`src/rtl/sw_key_pkg.sv`:
```
// Shared constants and state encoding for the slide-switch key encoder.
package sw_key_pkg;

  localparam int NUM_SW              = 10;
  localparam int KEY_W               = 4;
  localparam int DEBOUNCE_CYCLES_DEF = 16;

  typedef enum logic {
    ST_IDLE = 1'b0,
    ST_HELD = 1'b1
  } key_state_e;

endpackage

```
`src/rtl/sw_debounce.sv`:
```
// One switch bit: 2-flop synchronizer, stability counter and debounced level.
module sw_debounce #(
  parameter int DEBOUNCE_CYCLES = 16
) (
  input  logic clk,
  input  logic rst,
  input  logic sw_raw,
  output logic sw_stable
);

  localparam int                CNT_W  = $clog2(DEBOUNCE_CYCLES + 1);
  localparam logic [CNT_W-1:0]  CNT_TC = CNT_W'(DEBOUNCE_CYCLES);

  logic             r_sync1;
  logic             r_sync2;
  logic [CNT_W-1:0] r_cnt;
  logic             r_stable;

  // Bring the asynchronous switch level into the clk domain.
  always_ff @(posedge clk or negedge rst) begin
    if (!rst) begin
      r_sync1 <= 1'b0;
      r_sync2 <= 1'b0;
    end else begin
      r_sync1 <= sw_raw;
      r_sync2 <= r_sync1;
    end
  end

  // Count how long the synchronized level has disagreed with the accepted
  // level; accept the new level once it has held for the full window.
  always_ff @(posedge clk or negedge rst) begin
    if (!rst) begin
      r_cnt    <= '0;
      r_stable <= 1'b0;
    end else if (r_sync2 == r_stable) begin
      r_cnt <= '0;
    end else if (r_cnt == CNT_TC) begin
      r_stable <= ~r_stable;
      r_cnt    <= '0;
    end else begin
      r_cnt <= r_cnt + 1'b1;
    end
  end

  assign sw_stable = r_stable;

endmodule

```
`src/rtl/sw_key_encoder.sv`:
```
// Debounces the slide switches and turns single clean presses into key codes.
//
// state | meaning
// IDLE  | all debounced switches low; a lone press is accepted as a key
// HELD  | at least one switch high; any further press is rejected
module sw_key_encoder
  import sw_key_pkg::*;
#(
  parameter int DEBOUNCE_CYCLES = DEBOUNCE_CYCLES_DEF,
  parameter int NUM_SW          = sw_key_pkg::NUM_SW
) (
  input  logic              clk,
  input  logic              rst,
  input  logic [NUM_SW-1:0] SW,
  output logic              key_valid,
  output logic [KEY_W-1:0]  key_code,
  output logic              key_err,
  output logic [NUM_SW-1:0] sw_stable
);

  logic [NUM_SW-1:0] w_stable;
  logic [NUM_SW-1:0] w_rise;
  logic              w_any;
  logic              w_multi;
  logic [KEY_W-1:0]  w_idx;

  logic [NUM_SW-1:0] r_stable_d;
  key_state_e        r_state;
  logic              r_key_valid;
  logic              r_key_err;
  logic [KEY_W-1:0]  r_key_code;

  for (genvar g = 0; g < NUM_SW; g++) begin : g_deb
    sw_debounce #(
      .DEBOUNCE_CYCLES (DEBOUNCE_CYCLES)
    ) u_deb (
      .clk       (clk),
      .rst       (rst),
      .sw_raw    (SW[g]),
      .sw_stable (w_stable[g])
    );
  end

  assign w_rise = w_stable & ~r_stable_d;

  // Classify this cycle's press events: none, exactly one (with its index), or several.
  always_comb begin
    w_any   = 1'b0;
    w_multi = 1'b0;
    w_idx   = '0;
    for (int i = 0; i < NUM_SW; i++) begin
      if (w_rise[i]) begin
        if (w_any) w_multi = 1'b1;
        w_any = 1'b1;
        w_idx = KEY_W'(i);
      end
    end
  end

  // Key FSM with registered pulse outputs; key_code holds between accepts.
  always_ff @(posedge clk or negedge rst) begin
    if (!rst) begin
      r_state     <= ST_IDLE;
      r_stable_d  <= '0;
      r_key_valid <= 1'b0;
      r_key_err   <= 1'b0;
      r_key_code  <= '0;
    end else begin
      r_stable_d  <= w_stable;
      r_key_valid <= 1'b0;
      r_key_err   <= 1'b0;
      case (r_state)
        ST_IDLE: begin
          if (w_multi) begin
            r_key_err <= 1'b1;
            r_state   <= ST_HELD;
          end else if (w_any) begin
            r_key_valid <= 1'b1;
            r_key_code  <= w_idx;
            r_state     <= ST_HELD;
          end
        end
        ST_HELD: begin
          if (w_any) begin
            r_key_err <= 1'b1;
          end else if (w_stable == '0) begin
            r_state <= ST_IDLE;
          end
        end
        default: r_state <= ST_IDLE;
      endcase
    end
  end

  assign key_valid = r_key_valid;
  assign key_err   = r_key_err;
  assign key_code  = r_key_code;
  assign sw_stable = w_stable;

endmodule

```
`config.mk`:
```
export PLATFORM = sky130hd
export DESIGN_NAME = sw_key_encoder
export DESIGN_NICKNAME = d
export VERILOG_FILES = /design/src/rtl/sw_key_pkg.sv /design/src/rtl/sw_debounce.sv /design/src/rtl/sw_key_encoder.sv
export SDC_FILE = /design/constraint.sdc
export NUM_CORES = 1
export LEC_CHECK = 0
export CAP_MARGIN = 40
export CORE_MARGIN = 10
export CORE_UTILIZATION = 45
export CTS_BUF_LIST = sky130_fd_sc_hd__clkbuf_4 sky130_fd_sc_hd__clkbuf_8 sky130_fd_sc_hd__clkbuf_16
export DETAILED_ROUTE_END_ITERATION = 7
export GPL_TIMING_DRIVEN = 1
export PLACE_DENSITY_LB_ADDON = 0.25
export SETUP_SLACK_MARGIN = 0.15
export SLEW_MARGIN = 15
export SYNTH_ARGS = -nofsm -noshare
export SYNTH_HDL_FRONTEND = slang
export SYNTH_SLANG_ARGS = --single-unit
```
`constraint.sdc`:
```
create_clock -name clk -period 4.9 [get_ports clk]
set_input_delay 0.49 -clock clk [delete_from_list [all_inputs] [get_ports clk]]
set_output_delay 0.49 -clock clk [all_outputs]
set_load 0.01 [all_outputs]
```
# Word-level counts from Yosys, hierarchy flattened
# Cells that the tools add are included.
dict set report totals {
  ff_bits 97
  input_bits 12
  output_inout_bits 16
}
dict set report op_classes {
  addsub 10
  n_eq_ne 20
  mux 66
  bitwise 24
  reduce_logical 12
}
# cell n
set op_table {}
lappend op_table {{two-way mux 5 bit} 20}
lappend op_table {{adder 5 x 1 -> 5 bit, second input constant} 10}
lappend op_table {{equality test 5 bit, second input constant} 10}
lappend op_table {{two-way mux 1 bit} 36}
lappend op_table {{two-way mux 4 bit} 8}
lappend op_table {{inverter 1 bit} 22}
lappend op_table {{AND reduction 2 bit} 10}
lappend op_table {{bitwise AND 10 bit} 1}
lappend op_table {{equality test 1 bit} 10}
lappend op_table {{zero test 10 bit} 1}
lappend op_table {{inverter 10 bit} 1}
lappend op_table {{case mux 1 bit (2 select lines)} 2}
lappend op_table {{AND reduction 3 bit} 1}

# Longest topological paths before layout
# Gate-level depths: netlist of the first run.
dict set report logic_depth {
  ltp_word 23
  depth_mapped 6
}

# Cells and area by module
# From an unflattened synthesis of the first run, not the netlist that was laid out.
dict set report unflattened {
  hier_cells 340
  hier_area_um2 4149.0
}
# module n_inst cells_each area_per_inst_um2
set modules_own_cells {}
lappend modules_own_cells {sw_debounce 10 27 329.1}
lappend modules_own_cells {sw_key_encoder 1 70 858.3}

# Worst setup path before layout of the first run
# OpenSTA, ideal clock, no wires.
dict set report synth_timing {
  kind {reg-to-reg}
  from {register g_deb[6].u_deb.r_stable}
  to {register r_key_code[0] (netlist: key_code[0])}
  setup_time_ns 0.125
  arrival_time_ns 2.116
  setup_slack_ns 2.659
  path_stages_with_launch 7
  path_buffers 0
  cell_sequence {dfrtp_1 -> nor2b_4 -> or2_4 -> a211o_1 -> a221o_1 -> or3_4 -> mux2_4}
}
dict set report synth_between {
  elab_chain_len 10
  word_cells_on_any_way 18
  classes_between {mux (15); bitwise (2); reduce/logical (1)}
}
# element line
set synth_rtl {}
lappend synth_rtl {{from (decl)} sw_debounce.sv:17} ;# logic r_stable;
lappend synth_rtl {{from (signal assigned)} sw_debounce.sv:39} ;# r_stable <= ~r_stable;
lappend synth_rtl {{bitwise AND 10 bit *} sw_key_encoder.sv:44} ;# assign w_rise = w_stable & ~r_stable_d;
lappend synth_rtl {{two-way mux 1 bit} sw_key_encoder.sv:52} ;# if (w_rise[i]) begin
lappend synth_rtl {{two-way mux 1 bit} sw_key_encoder.sv:53} ;# if (w_any) w_multi = 1'b1;
lappend synth_rtl {{two-way mux 1 bit} sw_key_encoder.sv:52}
lappend synth_rtl {{two-way mux 1 bit} sw_key_encoder.sv:53}
lappend synth_rtl {{two-way mux 1 bit} sw_key_encoder.sv:52}
lappend synth_rtl {{two-way mux 1 bit} sw_key_encoder.sv:53}
lappend synth_rtl {{two-way mux 1 bit} sw_key_encoder.sv:52}
lappend synth_rtl {{inverter 1 bit (no source line)} n/a}
lappend synth_rtl {{AND reduction 3 bit (no source line)} n/a}
lappend synth_rtl {{to (signal assigned)} sw_key_encoder.sv:79} ;# r_key_code <= w_idx;
lappend synth_rtl {{to (decl)} sw_key_encoder.sv:31} ;# logic [KEY_W-1:0] r_key_code;
# Mark *: on every way between the ends. The rest lies on a longest branch, timed or not.
# A chain may end at the register's enable or synchronous reset.

# Worst setup path in the final report of the first run
dict set report layout_timing {
  from {register g_deb[7].u_deb.r_stable}
  to {register r_key_code[0] (netlist: key_code[0])}
}
dict set report layout_between {
  elab_chain_len 8
  word_cells_on_any_way 14
  classes_between {mux (11); bitwise (2); reduce/logical (1)}
}
# element line
set layout_rtl {}
lappend layout_rtl {{from (decl)} sw_debounce.sv:17}
lappend layout_rtl {{from (signal assigned)} sw_debounce.sv:39}
lappend layout_rtl {{bitwise AND 10 bit *} sw_key_encoder.sv:44}
lappend layout_rtl {{two-way mux 1 bit} sw_key_encoder.sv:52}
lappend layout_rtl {{two-way mux 1 bit} sw_key_encoder.sv:53}
lappend layout_rtl {{two-way mux 1 bit} sw_key_encoder.sv:52}
lappend layout_rtl {{two-way mux 1 bit} sw_key_encoder.sv:53}
lappend layout_rtl {{two-way mux 1 bit} sw_key_encoder.sv:52}
lappend layout_rtl {{inverter 1 bit (no source line)} n/a}
lappend layout_rtl {{AND reduction 3 bit (no source line)} n/a}
# Marked as above.

==> impl_metrics.tcl, run 1 <==
set metrics [dict create \
    outcome "completed" \
    r2r_start "g_deb[7].u_deb.sw_stable$_DFFE_PN0P_" \
    portBuffers 27 \
    grt_max_degree 62 \
    dieArea_um2 13400 \
    p_switching_mw 0.341 \
    final-setup-viol-count 0 \
    synth_warnings 0 \
    nets 408 \
    setup_ws_ns 2.53 \
    p_leak_nw 2.23 \
    slew_headroom_pct 50.3 \
    power.density_nw_per_um2 320 \
    hold_buffers 0 \
    rows 34 \
    io_pins 28 \
    tightest_slew_ns 0.745 \
    critPathMaxFanout 6 \
    drive_gt1_share_pct 11.0 \
    dr.pass1.iters 5 \
    synth-seq-area-share_pct 58.8 \
    coreArea_um2 8850 \
    ys_seq_elements 97 \
    criticalPathCategory "flop to flop" \
    wl_mm 6.46 \
    die_x_um 116 \
    synth_area_per_cell_um2 11.9 \
    drv_cap 0 \
    dp_worst_setup_slack_ns 2.56 \
    drv_slew 0 \
    vias_per_cell 4.91 \
    cts_max_path_buffers 2 \
    cts_root_buf "clkbuf_8" \
    cts_inserted_buffers 9 \
    fin_setup_tns_ns 0 \
    fin_crit_ns 2.37 \
    post_cts_resized 0 \
    synth_nets 379 \
    clk_pin_slew_ns 0.10 \
    combinationalPowerShare_pct 5.1 \
    seq_power_share_pct 56.9 \
    ctsHtreeMaxLevel 3 \
    power.share.clock_pct 37.9 \
    gp_congestion 0.809 \
    grt_setup_unrepaired "false" \
    end_kind "flop" \
    netlist_instances 347 \
    crit_start "g_deb[7].u_deb.sw_stable$_DFFE_PN0P_" \
    clock-sinks 97 \
    synth_cell_type_count 37 \
    start_util_pct 46.7 \
    grt_pass1_vias 2424 \
    ant_nets 0 \
    cpPeakStageDelay_ns 0.45 \
    crit_arrival_ns 2.62 \
    diodes 0 \
    p_sw_share_pct 22.7 \
    fin_crit_sh_pct 48.4 \
    drt_iter0_markers 159 \
    syn_to_final_growth_pct 13.5 \
    dieHeight_um 116 \
    cp_slowest_cell "dfrtp_1" \
    netlist_area_um2 4130 \
    drcViolationCount 0 \
    cts_tree "built" \
    grt_use_total_pct 10.8 \
    post_cts_buffers 0 \
    p_int_mw 1.16 \
    path_cells "nor2b_1 > or2_4 > a211o_1 > a221o_1 > or3_4 > mux2_4" \
    hold_viol_final 0 \
    overflow 0 \
    clk-insertion-delay-late_ns 0.36 \
    fin_skew_ns 0.0112 \
    dpl.hpwl_mm 4.58 \
    wl_per_cell_um 13.2 \
    start_kind "flop" \
    worstPathRequired_ns 5.15 \
    max_freq_mhz 422 \
    via_count 2402 \
    antenna_found_initial 0 \
    max-vdd-ir-drop_mv 0.123 \
    whs_ns 0.191 \
    hold_class "primary input to asynchronous set/reset pin" \
    grt_pass1_wl_mm 11.5 \
]
==> critical path: cells and delay by family, from the launching register on <==
| kind | cells | cell delay, ns |
|---|---|---|
| and+or+nand+nor | 3 | 0.85 |
| AOI/OAI and AO/OA | 2 | 0.66 |
| DFF | 1 | 0.45 |
| muxes | 1 | 0.30 |
==> per-stage QoR <==
| step | total power, mW | util (%) | instances | cell area, µm² |
|---|---|---|---|---|
| 5_1_grt | 1.58 | 53.0 | 489 | 4690 |
| 3_5_place_dp | 0.948 | 50.5 | 473 | 4470 |
| 6_report | 1.50 | 53.0 | 489 | 4690 |
| 2_1_floorplan | 0.909 | - | 347 | 4130 |
| 4_1_cts | 1.53 | 53.0 | 489 | 4690 |
| 3_3_place_gp | 0.946 | 50.5 | 473 | 4470 |
==> sequential cells by signal (all words and copies together) (netlist names), 4 cells and up <==
| name | flops |
|---|---|
| g_deb.u_deb.sw_stable | 10 |
| g_deb.u_deb.r_sync1 | 10 |
| g_deb.u_deb.r_cnt | 50 |
| key_code | 4 |
| r_stable_d | 10 |
| g_deb.u_deb.r_sync2 | 10 |
==> cell usage in the layout (no fill, tap or decap), types with 3 or more instances in the layout <==
master,n
xnor2_1,18
nand2b_1,4
o21ai_1,3
nand2_1,10
nor3_1,12
o31ai_1,12
inv_1,24
xor2_1,23
clkdlybuf4s50_1,26
dfrtp_1,97
o21ai_0,3
clkinvlp_4,3
or2b_2,4
nand3_1,21
and2_1,15
clkbuf_8,9
mux2_2,10
ha_1,20
nor2_1,38
==> power by group through the flow <==
stage | Combinational (mW) | Clock [mW] | Sequential, mW
2_1_floorplan | 0.0451 | 0 | 0.864
3_3_place_gp | 0.0776 | 0 | 0.868
3_5_place_dp | 0.0794 | 0 | 0.869
4_1_cts | 0.0799 | 0.593 | 0.853
5_1_grt | 0.0929 | 0.626 | 0.858
6_report | 0.0767 | 0.568 | 0.853
==> cells in the mapped netlist <==
cell type / count / area [µm²]
nor2_1: 38 / 143
and2_1: 15 / 93.8
o22a_2: 1 / 10.0
nor2b_4: 1 / 13.8
and2_2: 1 / 7.51
or3_4: 1 / 11.3
dfrtp_1: 97 / 2430
o21ai_0: 3 / 15.0
nor2b_1: 1 / 6.26
o211ai_1: 2 / 15.0
mux2_4: 1 / 15.0
o21ai_1: 3 / 15.0
nand2_4: 1 / 11.3
or2_4: 1 / 8.76
a221o_1: 1 / 10.0
a31oi_1: 1 / 6.26
or2b_1: 1 / 7.51
o31ai_1: 12 / 90.1
a21oi_1: 2 / 10.0
inv_1: 24 / 90.1
buf_4: 10 / 75.1
or2b_2: 4 / 35.0
ha_1: 20 / 250
a21boi_0: 1 / 7.51
nand2b_1: 4 / 25.0
xnor2_1: 18 / 158
a211o_1: 1 / 8.76
nand2_1: 10 / 37.5
and2b_2: 2 / 17.5
or4_1: 1 / 7.51
nor3_1: 12 / 60.1
nand3_1: 21 / 105
o41ai_1: 1 / 8.76
nand4_1: 1 / 6.26
mux2_2: 10 / 113
xor2_1: 23 / 201
or4_2: 1 / 8.76
==> final cells by class <==
| class | count | area (µm²) |
|---|---|---|
| sequential | 97 | 2430 |
| clock inverter | 6 | 91.3 |
| inverter | 24 | 90.1 |
| tap | 108 | 135 |
| multi-input combinational | 216 | 1540 |
| clock buffer | 10 | 131 |
| fill | 783 | 4160 |
| timing repair buffer | 28 | 275 |
==> cell families (layout without fill, tap and decap cells) <==
family                     count (synthesis)  after routing  synth area share, %
xor gates and xnor gates                  41             41                 8.69
and+or+nand+nor                          116            116                 14.7
muxes                                     11             11                 3.09
buffers and inverters                     34             68                 4.00
DFF                                       97             97                 58.8
adders and majority gates                 20             20                 6.06
AOI/OAI and AO/OA                         28             28                 4.75
==> worst paths after layout <==
path / endpoint / slack (ns) / cells after the start
min: g_deb[8].u_deb.r_cnt[4]$_DFF_PN0_ / 0.19 / 1
max in group asynchronous: g_deb[4].u_deb.r_cnt[2]$_DFF_PN0_ / 3.75 / 2
max: key_code[0]$_DFFE_PN0P_ / 2.53 / 6
max reg2reg: key_code[0]$_DFFE_PN0P_ / 2.53 / 6
min reg2reg: g_deb[3].u_deb.r_sync2$_DFF_PN0_ / 0.35 / 0
min in group clk: g_deb[3].u_deb.r_sync2$_DFF_PN0_ / 0.35 / 0
==> layer usage <==
metal	track usage (%)	wire length [µm]	up-vias
met5	0	0	-
met4	5.50	123	0
met3	4.19	390	11
met2	16.0	2890	36
met1	13.4	3050	1161
li1	-	-	1194
No activity file was read; power rests on OpenSTA's default activity.
==> inputs of run 2 (changes only) <==
==> constraint.sdc (replaced) <==
create_clock -name clk -period 2.35 [get_ports clk]
set_input_delay 0.235 -clock clk [delete_from_list [all_inputs] [get_ports clk]]
set_output_delay 0.235 -clock clk [all_outputs]
set_load 0.01 [all_outputs]
==> run 2 against run 1 <==
Against the previous run:
- die area unchanged
- worst setup slack worse by 2.3 ns
- clock power up 120%
- final cell count up 3.3%
- clock-buffer cell count up 2
- total power up 110%
- non-clock buffer count up 17
- register-to-register slack worse by 2.3 ns
- combinational power up 120%
- critical endpoint unchanged
- largest cell class unchanged
==> impl_metrics.tcl, run 2 (synthesized netlist as in run 1, its figures left out) <==
set metrics [dict create \
    dieArea_um2 13400 \
    whs_ns 0.322 \
    outcome "completed" \
    hold_viol_final 0 \
    drcViolationCount 0 \
    power_mw 3.20 \
    dr.pass1.iters 4 \
    drive_gt1_share_pct 15.1 \
    grt_pass1_wl_mm 11.6 \
    power.share.clock_pct 39.3 \
    grt_use_total_pct 10.7 \
    end_kind "flop" \
    vias_per_cell 4.87 \
    grt_max_degree 50 \
    dp_worst_setup_slack_ns 0.137 \
    fin_crit_sh_pct 90.9 \
    r2r_cells 6 \
    start_util_pct 46.7 \
    drv_slew 0 \
    setup_ws_ns 0.214 \
    largest_register "g_deb.u_deb.r_cnt" \
    r2r_start "g_deb[7].u_deb.sw_stable$_DFFE_PN0P_" \
    slew_headroom_pct 59.0 \
    gp_congestion 0.842 \
    nets 425 \
    wl_mm 6.43 \
    fillers 747 \
    max_freq_mhz 468 \
    dp.cells 486 \
    p_sw_share_pct 20.6 \
    critPathCapture "key_code[0]$_DFFE_PN0P_" \
    min_from "SW[6]" \
    cp_slowest_cell "or3_4" \
    coreArea_um2 8850 \
    cts_max_path_buffers 2 \
    critPathMaxFanout 5 \
    hold_class "primary input to flop" \
    largest_reg_flops 50 \
    crit_arrival_ns 2.37 \
    clock-sinks 97 \
    p_switching_mw 0.661 \
    cts_inserted_buffers 9 \
    stdcell_count 505 \
    final_util_pct 55.0 \
    drt_iter0_markers 108 \
    rows 34 \
    dieHeight_um 116 \
    cpPeakStageDelay_ns 0.41 \
    worstPathRequired_ns 2.58 \
    tightest_slew_ns 0.615 \
    overflow 0 \
    design_area_um2 4860 \
    fin_skew_ns 0.00929 \
    p_int_mw 2.54 \
    die_x_um 116 \
    fin_setup_tns_ns 0 \
    wl_per_cell_um 12.7 \
    cts_root_buf "clkbuf_8" \
    max-vdd-ir-drop_mv 0.377 \
    start_kind "flop" \
    postPlaceCellArea_um2 4580 \
    ctsHtreeMaxLevel 3 \
    mostFrequentLayoutCell "dfrtp_1" \
    grt_setup_unrepaired "false" \
    antenna_found_initial 0 \
    p_leak_nw 2.34 \
    crit_start "g_deb[7].u_deb.sw_stable$_DFFE_PN0P_" \
    diodes 0 \
    seq_power_share_pct 55.5 \
    r2r_end "key_code[0]$_DFFE_PN0P_" \
    combinationalPowerShare_pct 5.3 \
    portBuffers 27 \
    grt_pass1_vias 2530 \
    criticalPathCategory "flop to flop" \
    clk_pin_slew_ns 0.08 \
    io_pins 28 \
    drv_cap 0 \
    clk-insertion-delay-late_ns 0.34 \
    via_count 2457 \
    cts_tree "built" \
    power.density_nw_per_um2 659 \
    fin_crit_ns 2.14 \
    path_cells "nor2b_4 > or2_4 > a211o_1 > a221o_1 > or3_4 > mux2_4" \
    syn_to_final_growth_pct 17.7 \
    final-setup-viol-count 0 \
    dpl.hpwl_mm 4.66 \
    ant_nets 0 \
    final_cell_mix "97 x dfrtp_1, 38 x nor2_1, 26 x clkdlybuf4s50_1" \
    rrSetupSlack_ns 0.21 \
]
==> run 2: how the worst min path moves through the flow <==
stage	depth (start not counted)	slack (ns)	to
global placement	1	0.30	g_deb[8].u_deb.r_cnt[4]$_DFF_PN0_
global route	1	0.30	g_deb[6].u_deb.r_sync1$_DFF_PN0_
detailed placement	1	0.30	g_deb[8].u_deb.r_cnt[4]$_DFF_PN0_
finish	1	0.32	g_deb[6].u_deb.r_sync1$_DFF_PN0_
CTS	1	0.30	g_deb[6].u_deb.r_sync1$_DFF_PN0_
floorplan	0	-0.06	g_deb[0].u_deb.r_cnt[0]$_DFF_PN0_
==> run 2: cell type report <==
cell class	count	area, µm²	share of cell area [%]
sequential	97	2430	49.9
multi-input combinational	216	1560	32.0
timing repair buffer	45	418	8.59
inverter	24	90.1	1.85
clock inverter	3	90.1	1.85
tap	108	135	2.78
clock buffer	12	146	3.01
==> run 2: per-layer routing <==
layer / vias up / GRT usage (%) / part of all wire (%)
met5: - / 0 / 0
met3: 7 / 4.24 / 4.8
met2: 36 / 16.5 / 47
li1: 1228 / - / -
met4: 0 / 3.25 / 1.1
met1: 1186 / 13.5 / 47
==> run 2: worst max-delay path, delay by kind of cell, from the launching register on <==
kind               cells  cell delay [ns]
and+or+nand+nor        3             0.80
AOI/OAI and AO/OA      2             0.55
DFF                    1             0.39
muxes                  1             0.30
==> run 2: power by group through the flow <==
stage | clock [mW] | sequential [mW] | combinational [mW]
floorplan | 0 | 1.80 | 0.0940
detailed placement | 0 | 1.81 | 0.173
CTS | 1.30 | 1.78 | 0.176
finish | 1.26 | 1.78 | 0.168
global placement | 0 | 1.81 | 0.166
global route | 1.38 | 1.79 | 0.203
==> run 2: timing repair <==
action / CTS / global route
hold endpoints to repair: 47 / 0
pin swaps: 1 / 2
setup endpoints to repair: 1 / 1
resized for setup: 0 / 2
hold buffers: 1 / 0
setup buffers: 1 / 2
